===== src/rtl/uart_tx_engine.sv =====
// UART 8N1 transmit serializer with a divide-by-BAUD_DIV bit timer.
// Define UART_TX_PARITY_EN to insert a parity bit (PARITY_ODD selects odd parity).
module uart_tx_engine #(
    parameter int BAUD_DIV = 5208,
    parameter int CNT_W    = 16
`ifdef UART_TX_PARITY_EN
    ,
    parameter bit PARITY_ODD = 1'b0
`endif
) (
    input  logic       clk,
    input  logic       reset,
    input  logic       tx_start,
    input  logic [7:0] tx_data,
    output logic       tx,
    output logic       tx_busy,
    output logic       tx_done
);

    typedef enum logic [2:0] {
        IDLE,
        START,
        DATA,
`ifdef UART_TX_PARITY_EN
        PARITY,
`endif
        STOP
    } state_t;

    localparam logic [CNT_W-1:0] LAST = CNT_W'(BAUD_DIV - 1);

    state_t           state_q, state_n;
    logic [CNT_W-1:0] cnt_q, cnt_n;
    logic [2:0]       idx_q, idx_n;
    logic [7:0]       shreg_q, shreg_n;
    logic             tx_q, tx_n;
    logic             busy_q, busy_n;
    logic             done_q, done_n;
    logic             bit_end;
`ifdef UART_TX_PARITY_EN
    logic             par_q, par_n;
`endif

    assign bit_end = (cnt_q == LAST);

    always_comb begin
        // NOTE: every next-state signal gets a default first so no path leaves it unassigned (no latches).
        state_n = state_q;
        cnt_n   = bit_end ? '0 : cnt_q + CNT_W'(1);
        idx_n   = idx_q;
        shreg_n = shreg_q;
        tx_n    = tx_q;
        busy_n  = busy_q;
        done_n  = 1'b0;
`ifdef UART_TX_PARITY_EN
        par_n   = par_q;
`endif

        unique case (state_q)
            IDLE: begin
                cnt_n  = '0;
                tx_n   = 1'b1;
                busy_n = 1'b0;
            end
            START: begin
                if (bit_end) begin
                    state_n = DATA;
                    idx_n   = 3'd0;
                    tx_n    = shreg_q[0];
                end
            end
            DATA: begin
                if (bit_end) begin
                    shreg_n = shreg_q >> 1;
                    idx_n   = idx_q + 3'd1;
                    if (idx_q == 3'd7) begin
`ifdef UART_TX_PARITY_EN
                        state_n = PARITY;
                        tx_n    = par_q ^ PARITY_ODD;
`else
                        state_n = STOP;
                        tx_n    = 1'b1;
`endif
                    end else begin
                        tx_n = shreg_q[1];
                    end
                end
            end
`ifdef UART_TX_PARITY_EN
            PARITY: begin
                if (bit_end) begin
                    state_n = STOP;
                    tx_n    = 1'b1;
                end
            end
`endif
            STOP: begin
                if (bit_end) begin
                    state_n = IDLE;
                    done_n  = 1'b1;
                    busy_n  = 1'b0;
                    tx_n    = 1'b1;
                end
            end
            default: state_n = IDLE;
        endcase

        // Acceptance happens in IDLE or on the final stop-bit edge, so held requests chain frames gap-free.
        if (tx_start && (state_q == IDLE || (state_q == STOP && bit_end))) begin
            state_n = START;
            cnt_n   = '0;
            idx_n   = 3'd0;
            shreg_n = tx_data;
            tx_n    = 1'b0;
            busy_n  = 1'b1;
`ifdef UART_TX_PARITY_EN
            par_n   = ^tx_data;
`endif
        end
    end

    always_ff @(posedge clk) begin
        if (reset) begin
            state_q <= IDLE;
            cnt_q   <= '0;
            idx_q   <= 3'd0;
            shreg_q <= 8'h00;
            tx_q    <= 1'b1;
            busy_q  <= 1'b0;
            done_q  <= 1'b0;
`ifdef UART_TX_PARITY_EN
            par_q   <= 1'b0;
`endif
        end else begin
            // NOTE: sequential state uses non-blocking assignments so all registers update together.
            state_q <= state_n;
            cnt_q   <= cnt_n;
            idx_q   <= idx_n;
            shreg_q <= shreg_n;
            tx_q    <= tx_n;
            busy_q  <= busy_n;
            done_q  <= done_n;
`ifdef UART_TX_PARITY_EN
            par_q   <= par_n;
`endif
        end
    end

    assign tx      = tx_q;
    assign tx_busy = busy_q;
    assign tx_done = done_q;

endmodule


===== config.mk =====
export PLATFORM = sky130hd
export DESIGN_NAME = uart_tx_engine
export DESIGN_NICKNAME = d
export VERILOG_FILES = /design/src/rtl/uart_tx_engine.sv
export SDC_FILE = /design/constraint.sdc
export NUM_CORES = 1
export LEC_CHECK = 0
export BUFFER_PORTS_ARGS = -buffer_cell sky130_fd_sc_hd__buf_2
export CAP_MARGIN = 30
export CORE_MARGIN = 5
export CORE_UTILIZATION = 40
export CTS_BUF_LIST = sky130_fd_sc_hd__clkbuf_8
export DETAILED_ROUTE_END_ITERATION = 10
export PLACE_DENSITY = 0.6
export SLEW_MARGIN = 20
export SYNTH_ARGS = -nofsm -noshare
export SYNTH_HDL_FRONTEND = slang
export SYNTH_SLANG_ARGS = --single-unit
export TNS_END_PERCENT = 1

===== constraint.sdc =====
create_clock -name clk -period 4.4 [get_ports clk]
set_clock_uncertainty 0.15 [all_clocks]
set_input_delay 0.88 -clock clk [delete_from_list [all_inputs] [get_ports clk]]
set_output_delay 0.88 -clock clk [all_outputs]
set_load 0.02 [all_outputs]

==> results.py, run 1 <==
metrics = {
    "detailed_routing": {
        "wl_per_cell_um": 13.7,
        "viasPerCell": 5.43,
        "vias": 1259,
        "wl_um": 3180,
        "ant_nets": 0,
        "drt_iter0_markers": 135,
        "drcViolationCount": 0,
        "drtPass1Iterations": 4,
    },
    "placed_design": {
        "place_hpwl_um": 2360,
        "place.port_buffers": 13,
        "place_congestion": 0.784,
    },
    "worst_setup_path": {
        "worstSetupPathType": "flop to flop",
        "arrival_ns": 2.23,
        "required_ns": 4.43,
        "start_kind": "flop",
        "cp_max_fo": 9,
        "setup.worst_path.end_class": "flop",
        "cp_slowest_cell": "dfxtp_1",
        "worst_path_largest_cell_delay_ns": 0.39,
        "worstPathCellList": "ha_1 > and4bb_4 > nand4_4 > o21ai_4 > a31oi_1 > a311o_1",
    },
    "synthesis": {
        "synth.distinct_cells": 43,
        "synth_warnings": 0,
        "ys_top_cells_by_area": "dfxtp_1, xor2_1, ha_1",
        "synthCells": 169,
        "yosysTopAreaCell": "dfxtp_1",
        "syn-num-nets": 188,
        "synth_seq_cells": 32,
        "synthTopCellsByCount": "dfxtp_1, nor2_1, a21oi_1, o21ai_0, xor2_1",
        "synth_top_area_share_pct": 40.6,
        "synth_area_per_cell_um2": 9.34,
        "netlist_area_um2": 1580,
        "synth-main-ff-cell": "dfxtp_1",
        "synth_edf_count": 0,
        "async_reset_ff_share_pct": 0,
        "synth_most_common_cell": "dfxtp_1",
        "ys_seq_area_share_pct": 40.6,
    },
    "global_route": {
        "overflow": 0,
        "grt_pass1_wl_um": 5540,
        "grt_use_total_pct": 13.5,
        "grt_pass1_vias": 1213,
        "antenna_found_initial": 0,
        "grt_max_degree": 17,
    },
    "timing": {
        "post-route-min-period_ns": 2.20,
        "setup_viol": 0,
        "fin_crit_sh_pct": 50.0,
        "hold_viol_final": 0,
        "drv_slew": 0,
        "fmax_ghz": 0.454,
        "setup_tns_ns": 0,
        "rsz0062_at_grt": "false",
        "slew_headroom_pct": 66.3,
        "tightestPinTransition_ns": 0.506,
    },
    "cells_and_area": {
        "final_layout_size_suffix_gt1_share_pct": 16.3,
        "antenna_cells": 0,
        "fin_util_pct": 47.0,
        "fill_cells": 372,
        "syn2layout_area_growth_pct": 11.5,
        "nets": 202,
    },
    "clock_network": {
        "clock_latency_ns": 0.29,
        "htree_levels": 2,
        "cts_tree": "yes",
        "clkTransAtPathRegs_ns": 0.06,
        "holdBufCountCts": 0,
        "cts_resized": 0,
        "clock_path_buffers": 2,
        "cts_buffers": 5,
        "clock-sinks": 32,
        "post_cts_buffers": 0,
        "ctsRootBufferMaster": "clkbuf_8",
    },
    "job": {
        "maxCapViolCount": 0,
    },
    "power": {
        "power.leakage_uw": 0.000679,
        "p_clk_share_pct": 37.7,
        "vdd_drop_max_mv": 0.148,
        "powerDensity_nw_per_um2": 343,
        "switching_share_pct": 25.1,
        "p_switching_uw": 152,
        "comb_power_share_pct": 11.0,
        "seqPwrFrac_pct": 51.4,
        "intPower_uw": 452,
    },
    "floorplan": {
        "pin_count": 14,
        "initial_core_util_pct": 42.1,
        "dieArea_um2": 5300,
        "die_w_um": 72.8,
        "coreArea_um2": 3740,
        "rows": 22,
        "dieHeight_um": 72.8,
    },
    "worst_hold_path": {
        "min_path_type": "flop to flop",
    },
    "run_status": {
        "outcome": "finished clean",
    },
}
==> cells by family (layout without fill, tap and decap cells) <==
| kind of cell | after synthesis | after routing | synth area share (%) |
|---|---|---|---|
| AO/OA/AOI/OAI | 42 | 42 | 17.4 |
| XOR/XNOR | 13 | 13 | 7.22 |
| adder cells (fa/ha/maj) | 8 | 8 | 6.34 |
| buffers and inverters | 12 | 27 | 3.57 |
| flip-flops | 32 | 32 | 40.6 |
| multiplexers | 3 | 3 | 1.90 |
| AND/OR/NAND/NOR | 59 | 59 | 23.0 |
==> path summary, 6_finish.rpt <==
kind                            slack [ns]  cells after the start        to     start
worst min-delay path                  0.33                      1  cnt_q[0]  cnt_q[0]
worst max register to register        2.20                      6        tx  cnt_q[0]
worst min register to register        0.33                      1  cnt_q[0]  cnt_q[0]
worst max-delay path                  2.20                      6        tx  cnt_q[0]
==> state kept, by name (all words and copies together) (netlist names) <==
signal,count
cnt_q,16
idx_q,3
shreg_q,8
state_q,2
tx,1
tx_busy,1
tx_done,1
==> metrics by stage <==
stage	worst slack, ns	area (um2)	hold slack, ns	total power, uW	cells
final	2.20	1760	0.334	604	232
after global routing	2.09	1760	0.357	634	232
after CTS	2.20	1760	0.339	612	232
after detailed placement	2.21	1670	0.325	382	224
after global placement	2.26	1670	0.305	381	224
after floorplan	2.39	1580	0.288	365	169
==> layer usage <==
layer,wire length (um),part of all wire (%),up-vias,global-route usage [%]
met1,1600,50,588,17.6
li1,-,-,644,-
met4,68,2.1,0,6.97
met5,0,0,-,0
met3,119,3.7,8,4.27
met2,1400,44,19,19.6
==> worst max-delay path: cells and delay by family (launching register included) <==
kind,cells,cell delay (ns)
AO/OA/AOI/OAI,3,0.72
adder cells (fa/ha/maj),1,0.35
flip-flops,1,0.39
AND/OR/NAND/NOR,2,0.49
==> cell type report <==
cell class | instances | area, um2 | share of cell area (%)
sequential | 32 | 641 | 36.4
clock inverter | 2 | 7.51 | 0.427
tap | 48 | 60.1 | 3.41
clock buffer | 6 | 82.6 | 4.69
timing repair buffer | 13 | 65.1 | 3.70
inverter | 6 | 22.5 | 1.28
multi-input combinational | 125 | 881 | 50.1
==> power by group through the flow <==
stage                     combinational [uW]  sequential (uW)  clock [uW]
after floorplan                         48.1              317           0
after global placement                  65.3              316           0
after detailed placement                66.3              316           0
after CTS                               66.2              310         236
after global routing                    74.1              311         248
final                                   66.2              310         228
==> placed cells by master (no fill, tap or decap), types with 2 or more instances in the layout <==
cell type,netlist,final
ha_1,8,8
clkbuf_8,0,6
nand2_1,7,7
a21oi_1,12,12
dfxtp_1,32,32
a22oi_1,2,2
nand3_1,9,9
o21ai_0,12,12
nand4_1,4,4
and3_1,3,3
nor2_1,17,17
xor2_1,12,12
inv_1,6,8
and4_1,2,2
mux2i_1,3,3
or3_1,3,3
nor3_1,4,4
buf_2,2,13
o22ai_1,5,5
Note: power is estimated with default switching activity, not from simulation.
==> run 2: changes to the inputs <==
--- a/config.mk
+++ b/config.mk
@@ -5,13 +5,14 @@
 export SDC_FILE = /design/constraint.sdc
 export NUM_CORES = 1
 export LEC_CHECK = 0
+export ABC_AREA = 1
 export BUFFER_PORTS_ARGS = -buffer_cell sky130_fd_sc_hd__buf_2
 export CAP_MARGIN = 30
 export CORE_MARGIN = 5
 export CORE_UTILIZATION = 40
 export CTS_BUF_LIST = sky130_fd_sc_hd__clkbuf_8
 export DETAILED_ROUTE_END_ITERATION = 10
-export PLACE_DENSITY = 0.6
+export PLACE_DENSITY = 0.62
 export SLEW_MARGIN = 20
 export SYNTH_ARGS = -nofsm -noshare
 export SYNTH_HDL_FRONTEND = slang
==> constraint.sdc (replaced) <==
create_clock -name clk -period 1.8 [get_ports clk]
set_clock_uncertainty 0.15 [all_clocks]
set_input_delay 0.36 -clock clk [delete_from_list [all_inputs] [get_ports clk]]
set_output_delay 0.36 -clock clk [all_outputs]
set_load 0.02 [all_outputs]
==> results.py, run 2 <==
metrics = {
    "synthesis": {
        "netlist_area_um2": 1730,
        "yosysTopAreaCell": "dfxtp_1",
        "ys_top_cells_by_area": "dfxtp_1, nand2_1, nor2_1",
        "synth-main-ff-cell": "dfxtp_1",
        "synth_top_family_by_area": "simple AND/OR/NAND/NOR gates",
        "synth_edf_count": 0,
        "synth_area_per_cell_um2": 6.90,
        "synthMuxAreaShare_pct": 0,
        "synth_xor_area_share_pct": 0.505,
        "synth_top_area_share_pct": 37.0,
        "synth_most_common_cell": "nand2_1",
        "ys_seq_area_share_pct": 37.0,
        "synthCells": 251,
        "synth.distinct_cells": 30,
        "synth_warnings": 0,
        "synth_seq_cells": 32,
        "synthTopCellsByCount": "nand2_1, nor2_1, dfxtp_1",
        "synthAdderAreaFrac_pct": 5.78,
        "async_reset_ff_share_pct": 0,
        "synth-compound-area-share_pct": 10.4,
        "yosys.area_share.simple_pct": 38.6,
        "syn-num-nets": 270,
    },
    "worst_hold_path": {
        "hp-start": "reset",
        "min_path_type": "primary input to flop",
    },
    "detailed_routing": {
        "drtPass1Iterations": 4,
        "ant_nets": 0,
        "viasPerCell": 4.80,
        "wl_um": 3550,
        "vias": 1597,
        "drcViolationCount": 0,
        "wl_per_cell_um": 10.7,
        "drt_iter0_markers": 69,
    },
    "timing": {
        "setup_tns_ns": 0,
        "fin_crit_sh_pct": 94.9,
        "fmax_ghz": 0.585,
        "slew_headroom_pct": 77.3,
        "setup_viol": 0,
        "post-route-min-period_ns": 1.71,
        "drv_slew": 0,
        "rsz0062_at_grt": "true",
        "hold_viol_final": 0,
        "tightestPinTransition_ns": 0.341,
    },
    "clock_network": {
        "ctsRootBufferMaster": "clkbuf_8",
        "cts_buffers": 5,
        "clock-sinks": 32,
        "clock_latency_ns": 0.28,
        "clkTransAtPathRegs_ns": 0.07,
        "cts_tree": "yes",
        "holdBufCountCts": 0,
        "htree_levels": 2,
        "clock_path_buffers": 2,
    },
    "power": {
        "intPower_uw": 1670,
        "seqPwrFrac_pct": 34.6,
        "switching_share_pct": 32.7,
        "comb_power_share_pct": 35.1,
        "powerDensity_nw_per_um2": 1190,
        "vdd_drop_max_mv": 0.714,
        "finalPower_uw": 2480,
        "p_switching_uw": 810,
        "p_clk_share_pct": 30.3,
        "power.leakage_uw": 0.000936,
    },
    "worst_setup_path": {
        "worstSetupPathType": "flop to flop",
        "cp_max_fo": 19,
        "required_ns": 1.83,
        "setup.worst_path.end_class": "flop",
        "regToRegStartpoint": "cnt_q[0]",
        "start_kind": "flop",
        "critPathLaunch": "cnt_q[0]",
        "arrival_ns": 1.74,
    },
    "cells_and_area": {
        "fin_util_pct": 48.9,
        "largest_registers": "cnt_q x16, shreg_q x8, idx_q x3",
        "syn2layout_area_growth_pct": 20.3,
        "nets": 299,
        "largest_reg_flops": 16,
        "top_register": "cnt_q",
        "final_common_cell": "nand2_1",
        "fill_cells": 449,
        "antenna_cells": 0,
        "final_cell_mix": "nand2_1, nor2_1, dfxtp_1, inv_1, nand3_1",
        "final_layout_size_suffix_gt1_share_pct": 20.3,
        "final_cell_area_um2": 2080,
    },
    "placed_design": {
        "placed_area_um2": 1920,
        "place.port_buffers": 13,
        "place_congestion": 0.854,
        "place_hpwl_um": 2640,
    },
    "global_route": {
        "overflow": 0,
        "grt_pass1_vias": 1389,
        "grt_max_degree": 20,
        "grt_use_total_pct": 13.8,
        "antenna_found_initial": 0,
        "grt_pass1_wl_um": 6050,
    },
    "floorplan": {
        "coreArea_um2": 4260,
        "initial_core_util_pct": 40.6,
        "die_w_um": 75.8,
        "rows": 24,
        "pin_count": 14,
        "dieArea_um2": 5750,
        "dieHeight_um": 75.8,
    },
    "job": {
        "maxCapViolCount": 0,
    },
    "run_status": {
        "outcome": "finished clean",
    },
}
==> run 2: cell count changes after synthesis, sizes merged, moves of 7 or more <==
cell    delta
inv       +21
nand2     +58
o21ai      -8
nand3b     +7
nand3     +13
xor2      -11
nor2      +23
==> run 2: path summary, 6_finish.rpt <==
check | end | slack (ns) | cells past startpoint
max reg2reg | shreg_q[6] | 0.09 | 10
min reg2reg | cnt_q[0] | 0.27 | 1
max | shreg_q[6] | 0.09 | 10
min | shreg_q[7] | 0.13 | 2
==> run 2: power by group through the flow <==
stage / Combinational, uW / Sequential (uW) / Clock (uW)
after floorplan: 614 / 878 / 0
after global placement: 833 / 866 / 0
after detailed placement: 831 / 867 / 0
after CTS: 834 / 852 / 774
after global routing: 986 / 869 / 800
final: 870 / 857 / 752
==> run 2: cell families (layout without fill, tap and decap cells) <==
| group | count (synthesis) | count (layout) |
|---|---|---|
| AO/OA/AOI/OAI | 31 | 31 |
| adder cells (fa/ha/maj) | 8 | 8 |
| buffers and inverters | 32 | 62 |
| XOR/XNOR | 1 | 1 |
| flip-flops | 32 | 32 |
| AND/OR/NAND/NOR | 147 | 147 |
==> run 2: critical path: stages, from the launching register on <==
cell and delay (ns):
dfxtp_2 0.34, ha_2 0.19, nand4_1 0.11, nor2_2 0.17, nand3_2 0.11, nand2_4 0.12
nand2_4 0.13, nand2_1 0.09, nand2_1 0.05, nor2_1 0.08, nor2_1 0.06
==> run 2: layer usage <==
metal	vias to the layer above	track usage, %	part of all wire [%]
li1	869	-	-
met1	704	18.3	51
met2	20	21.4	44
met3	4	4.22	3.8
met4	0	4.66	1.4
met5	-	0	0
==> run 2: timing repair <==
action,in CTS,in global routing
endpoints found under the hold margin,0,0
resized for setup,0,9
setup buffers,0,2
setup endpoints to repair,0,14
==> run 2: stage by stage <==
step                worst slack (ns)  instances  hold WS (ns)
floorplan                     0.0314        251         0.268
global route                 -0.0342        333         0.150
detailed placement            0.0651        323         0.287
global placement              0.0640        323         0.285
CTS                           0.0505        331         0.132
finish                        0.0909        333         0.134
==> run 2: cell type report <==
class / instances / area, um2 / area share (%)
repair buffers: 27 / 174 / 8.34
inverters: 27 / 101 / 4.86
flip-flops and latches: 32 / 644 / 30.9
well taps: 52 / 65.1 / 3.12
clock buffers: 7 / 96.3 / 4.62
clock inverters: 1 / 30.0 / 1.44
multi-input cells: 187 / 973 / 46.7
